**config.mk**
```make
export PLATFORM = sky130hd
export DESIGN_NAME = dram_write_buffer
export DESIGN_NICKNAME = d
export VERILOG_FILES = /design/src/rtl/dram_write_buffer.sv
export SDC_FILE = /design/constraint.sdc
export NUM_CORES = 1
export LEC_CHECK = 0
export ABC_CLOCK_PERIOD_IN_PS = 24400
export CAP_MARGIN = 15
export CORE_ASPECT_RATIO = 0.7
export CORE_UTILIZATION = 60
export DETAILED_ROUTE_END_ITERATION = 8
export DONT_BUFFER_PORTS = 1
export PLACE_DENSITY = 0.76
export SYNTH_ARGS = -nofsm -noshare
export SYNTH_HDL_FRONTEND = slang
export SYNTH_SLANG_ARGS = --single-unit
```
**constraint.sdc**
```tcl
create_clock -name clk -period 24.4 [get_ports clk]
set_input_delay 7.32 -clock clk [delete_from_list [all_inputs] [get_ports clk]]
set_output_delay 7.32 -clock clk [all_outputs]
set_load 0.03 [all_outputs]
```
**src/rtl/dram_write_buffer.sv**
```systemverilog
// rtl/dram_write_buffer.sv - posted-write buffer between CPU Wishbone and the DRAM controller
// Writes are acked into a FIFO and drained in order; reads wait for the FIFO to empty.
module dram_write_buffer #(
    parameter int DEPTH = 8
) (
    input  logic        clk,
    input  logic        rst,
    input  logic        s_cyc_i,
    input  logic        s_stb_i,
    input  logic        s_we_i,
    input  logic [31:0] s_addr_i,
    input  logic [31:0] s_data_i,
    output logic [31:0] s_data_o,
    output logic        s_ack_o,
    output logic        m_cyc_o,
    output logic        m_stb_o,
    output logic        m_we_o,
    output logic [31:0] m_addr_o,
    output logic [31:0] m_data_o,
    input  logic [31:0] m_data_i,
    input  logic        m_ack_i,
    output logic        buf_empty_o
);
    localparam int AW = $clog2(DEPTH);
    localparam logic [AW:0] FULL_CNT = (AW+1)'(DEPTH);

    typedef enum logic [1:0] {M_IDLE, M_WRITE, M_READ, M_RESP} m_state_t;

    m_state_t       state_q;
    logic [63:0]    mem_q [DEPTH];
    logic [AW-1:0]  wr_ptr_q, rd_ptr_q;
    logic [AW:0]    count_q, count_d;
    logic           rd_pend_q, rd_drop_q;
    logic [31:0]    rd_addr_q;
    logic           s_ack_q, m_cyc_q, m_stb_q, m_we_q, buf_empty_q;
    logic [31:0]    m_addr_q, m_data_q, s_data_q;

    logic s_req, full, push, pop, rd_req, rd_abort, resp_ack;

    always_comb begin
        s_req    = s_cyc_i & s_stb_i & ~s_ack_q;
        full     = (count_q == FULL_CNT);
        pop      = (state_q == M_WRITE) & m_ack_i;
        // a pop on the same edge frees the slot, so a full FIFO can still accept
        push     = s_req & s_we_i & ~rd_pend_q & (~full | pop);
        rd_req   = s_req & ~s_we_i & ~rd_pend_q;
        rd_abort = rd_pend_q & ~s_cyc_i;
        resp_ack = (state_q == M_RESP) & s_cyc_i & ~rd_drop_q;
        count_d  = count_q;
        case ({push, pop})
            2'b10:   count_d = count_q + 1'b1;
            2'b01:   count_d = count_q - 1'b1;
            default: count_d = count_q;
        endcase
    end

    always_ff @(posedge clk) begin
        if (push) begin
            mem_q[wr_ptr_q] <= {s_addr_i, s_data_i};
        end
    end

    always_ff @(posedge clk) begin
        if (rst) begin
            wr_ptr_q <= '0;
            rd_ptr_q <= '0;
            count_q  <= '0;
        end else begin
            if (push) wr_ptr_q <= wr_ptr_q + 1'b1;
            if (pop)  rd_ptr_q <= rd_ptr_q + 1'b1;
            count_q <= count_d;
        end
    end

    always_ff @(posedge clk) begin
        if (rst) begin
            state_q     <= M_IDLE;
            m_cyc_q     <= 1'b0;
            m_stb_q     <= 1'b0;
            m_we_q      <= 1'b0;
            m_addr_q    <= '0;
            m_data_q    <= '0;
            s_data_q    <= '0;
            s_ack_q     <= 1'b0;
            rd_pend_q   <= 1'b0;
            rd_drop_q   <= 1'b0;
            rd_addr_q   <= '0;
            buf_empty_q <= 1'b1;
        end else begin
            s_ack_q     <= push | resp_ack;
            buf_empty_q <= (count_q == '0) && (state_q == M_IDLE);
            if (rd_req) begin
                rd_pend_q <= 1'b1;
                rd_addr_q <= s_addr_i;
            end
            // an abort before the read is issued simply forgets it
            if (rd_abort && (state_q == M_IDLE || state_q == M_WRITE)) begin
                rd_pend_q <= 1'b0;
            end
            case (state_q)
                M_IDLE: begin
                    if (count_q != '0) begin
                        state_q              <= M_WRITE;
                        m_cyc_q              <= 1'b1;
                        m_stb_q              <= 1'b1;
                        m_we_q               <= 1'b1;
                        {m_addr_q, m_data_q} <= mem_q[rd_ptr_q];
                    end else if (rd_pend_q && s_cyc_i) begin
                        state_q   <= M_READ;
                        m_cyc_q   <= 1'b1;
                        m_stb_q   <= 1'b1;
                        m_we_q    <= 1'b0;
                        m_addr_q  <= rd_addr_q;
                        rd_drop_q <= 1'b0;
                    end
                end
                M_WRITE: begin
                    if (m_ack_i) begin
                        state_q <= M_IDLE;
                        m_cyc_q <= 1'b0;
                        m_stb_q <= 1'b0;
                    end
                end
                M_READ: begin
                    if (rd_abort) rd_drop_q <= 1'b1;
                    if (m_ack_i) begin
                        if (!rd_drop_q && s_cyc_i) s_data_q <= m_data_i;
                        state_q <= M_RESP;
                        m_cyc_q <= 1'b0;
                        m_stb_q <= 1'b0;
                    end
                end
                M_RESP: begin
                    rd_pend_q <= 1'b0;
                    rd_drop_q <= 1'b0;
                    state_q   <= M_IDLE;
                end
                default: state_q <= M_IDLE;
            endcase
        end
    end

    assign s_data_o    = s_data_q;
    assign s_ack_o     = s_ack_q;
    assign m_cyc_o     = m_cyc_q;
    assign m_stb_o     = m_stb_q;
    assign m_we_o      = m_we_q;
    assign m_addr_o    = m_addr_q;
    assign m_data_o    = m_data_q;
    assign buf_empty_o = buf_empty_q;
endmodule

```
==> impl_metrics.json <==
{
  "path_max_fanout": 33,
  "period_needed_ns": 9.521,
  "synth_most_common_cell": "edfxtp_1",
  "synth_commonest_cells": "edfxtp_1, nand2_1, dfxtp_1",
  "via_count": 13400,
  "drv_slew": 0,
  "maxSlewHeadroom_pct": 23.66,
  "dr.first_iter.drc_count": 1216,
  "slowest_delay_ns": 1.03,
  "clockPowerShare_pct": 35.5,
  "die_w_um": 246.8,
  "p_leak_nw": 8.592,
  "cp.arrival_ns": 9.76,
  "required_ns": 24.64,
  "drt_first_pass_iters": 7,
  "area_growth_pct": 9.046,
  "antenna_found_initial": 1,
  "worst_hold_path_type": "reg -> reg",
  "synth_ff_type": "edfxtp_1",
  "cts_root_buf": "clkbuf_16",
  "syn-mean-instance-area_um2": 16.47,
  "overflow": 0,
  "clk-insertion-delay-late_ns": 0.61,
  "die_y_um": 173.4,
  "finalCritPeriodShare_pct": 39.02,
  "ys_seq_area_share_pct": 72.93,
  "yosys_warnings": 0,
  "tritoncts": "yes",
  "rows": 62,
  "worstPathCellList": "and2_1 -> o2111ai_1 -> nor2_4 -> buf_4",
  "nNetsFinal": 1619,
  "worstSetupStartpointType": "input pin",
  "clkSinkCount": 661,
  "n_fill_cell": 2634,
  "status": "complete, but fails checks",
  "post_drt_wl_per_cell_um": 24.91,
  "fin_skew_ns": 0.02145,
  "cts_resized": 0,
  "cts_made_buffers": 59,
  "violations": "design-rule violations",
  "track_usage_pct": 24.80,
  "switching_share_pct": 27.61,
  "postCtsHoldBufs": 0,
  "setup_violations": 0,
  "worst_slew_pin_slew_ns": 1.142,
  "p_int_mw": 1.921,
  "synth-seq-cells": 661,
  "antenna_left": 0,
  "yosysUniqueCellTypes": 67,
  "critPathKind": "in -> reg",
  "drive_gt1_share_pct": 17.70,
  "syn_area_um2": 25170,
  "syn_inst": 1528,
  "post-cts-setup-buffers": 0,
  "drcViolationCount": 80,
  "combPwrFrac_pct": 11.1,
  "dieArea_um2": 42790,
  "max-cap-violations": 0,
  "cts_max_path_buffers": 3,
  "finalWirelength_mm": 52.41,
  "pwr-share-seq_pct": 53.3,
  "finalHoldViolCount": 0,
  "fmax_ghz": 0.1050,
  "grt_pass1_wl_mm": 80.12,
  "postSynthNetCount": 1639,
  "post-dp-hpwl_mm": 29.04,
  "yosysTopAreaCell": "edfxtp_1",
  "pwr_density_cell_nw_per_um2": 96.70,
  "endpoint_kind": "flip-flop",
  "clkTransAtPathRegs_ns": 0.06,
  "finalPower_mw": 2.654,
  "grt_max_degree": 145,
  "num_io_pins": 203,
  "yosysTopAreaCellShare_pct": 61.08,
  "via_per_inst": 6.367,
  "core_area_um2": 41190,
  "vdd_drop_max_v": 0.00007730,
  "regArea_um2": 18370,
  "port_buffers": 0,
  "cpMaxStageDelayCell": "nor2_4",
  "synth_edf_count": 512,
  "cts_max_level": 2,
  "routabilityCongestion": 0.7622,
  "initial_core_util_pct": 61.11,
  "yosys-top-cells-area": "edfxtp_1, dfxtp_1, mux4_2, nand2_1, mux2i_1",
  "multi_input_area_um2": 6221,
  "synthArstFlopShare_pct": 0,
  "setup_tns_ns": 0,
  "grt_pass1_vias": 13480,
  "switching_power_mw": 0.7329,
  "rsz0062_at_grt": "no"
}
[metal layers]
metal	wire, um	GRT usage, %
met3	4794	5.774
met5	0	0
met2	24920	39.14
met1	21590	35.31
met4	1097	6.173
[final timing paths]
| kind | endpoint | slack (ns) | startpoint | cells past startpoint |
|---|---|---|---|---|
| worst max register to register | mem_q[7][6]$_DFFE_PP_ | 20.90 | state_q[1]$_SDFFE_PP0P_ | 6 |
| worst min register to register | rd_addr_q[4]$_SDFFE_PP0P_ | 0.46 | rd_addr_q[4]$_SDFFE_PP0P_ | 2 |
| worst min-delay path | rd_addr_q[4]$_SDFFE_PP0P_ | 0.46 | rd_addr_q[4]$_SDFFE_PP0P_ | 2 |
| worst max-delay path | mem_q[7][6]$_DFFE_PP_ | 14.88 | m_ack_i | 4 |
[power by group through the flow]
stage                     clock network [mW]  logic [mW]  registers [mW]
final                                  0.943       0.295            1.42
after global routing                    1.00       0.324            1.42
after global placement                     0       0.282            1.44
after floorplan                            0       0.256            1.41
after detailed placement                   0       0.292            1.44
after CTS                              0.959       0.296            1.42
[worst max-delay path, delay by kind of cell]
| kind | cells | cell delay (ns) |
|---|---|---|
| simple gates | 2 | 1.31 |
| compound gates | 1 | 0.46 |
| buf+inv | 1 | 0.60 |
[registers in the layout (all words and copies together), names as in the netlist, 2 cells and up, named ones only]
name and flops:
s_data_o 32, rd_ptr_q 3, rd_addr_q 32, m_data_o 32, wr_ptr_q 3, m_addr_o 32, state_q 2, mem_q 512
count_q 4
[through the flow]
step | hold slack (ns) | std cells | cell area (um^2) | utilization, % | setup WS (ns)
6_report | 0.4563 | 2104 | 27450 | 66.64 | 14.88
5_1_grt | 0.4756 | 2103 | 27450 | 66.63 | 14.72
4_1_cts | 0.4565 | 2103 | 27450 | 66.63 | 14.87
3_5_place_dp | 0.4442 | 1991 | 25460 | 61.81 | 14.24
3_3_place_gp | 0.4377 | 1991 | 25460 | 61.81 | 14.29
2_1_floorplan | 0.4363 | 1528 | 25170 | - | 9.941
[layout make-up]
| type | instances | share of cell area (%) |
|---|---|---|
| inverter | 11 | 0.1550 |
| sequential | 661 | 66.91 |
| timing repair buffer | 20 | 0.5470 |
| antenna | 1 | 0.009116 |
| clock buffer | 80 | 5.812 |
| tap | 544 | 2.480 |
| multi-input combinational | 755 | 22.66 |
| clock inverter | 32 | 1.427 |
[cell families after synthesis]
group / after synthesis / synth area share, %
compound gates: 238 / 6.581
xor+xnor: 4 / 0.1392
fa+ha+maj: 9 / 0.4772
buf+inv: 112 / 2.570
flops: 661 / 72.93
mux: 166 / 11.35
simple gates: 338 / 5.960
[cell usage in the layout, fill, tap and decap left out, types with 8 or more instances in the layout]
cell type / count
clkbuf_16: 59
mux4_2: 94
a221oi_2: 9
a21oi_2: 15
nand2_1: 164
mux2i_1: 57
ha_1: 8
o22ai_1: 41
nor4_1: 15
a211o_1: 15
a211oi_1: 10
mux2_2: 15
clkinv_2: 15
inv_1: 8
clkbuf_1: 17
dfxtp_1: 146
buf_4: 20
o221ai_1: 14
o21ai_0: 11
edfxtp_1: 512
nor3_1: 43
nor2_1: 76
a21oi_1: 90
(Power assumes the default switching activity.)
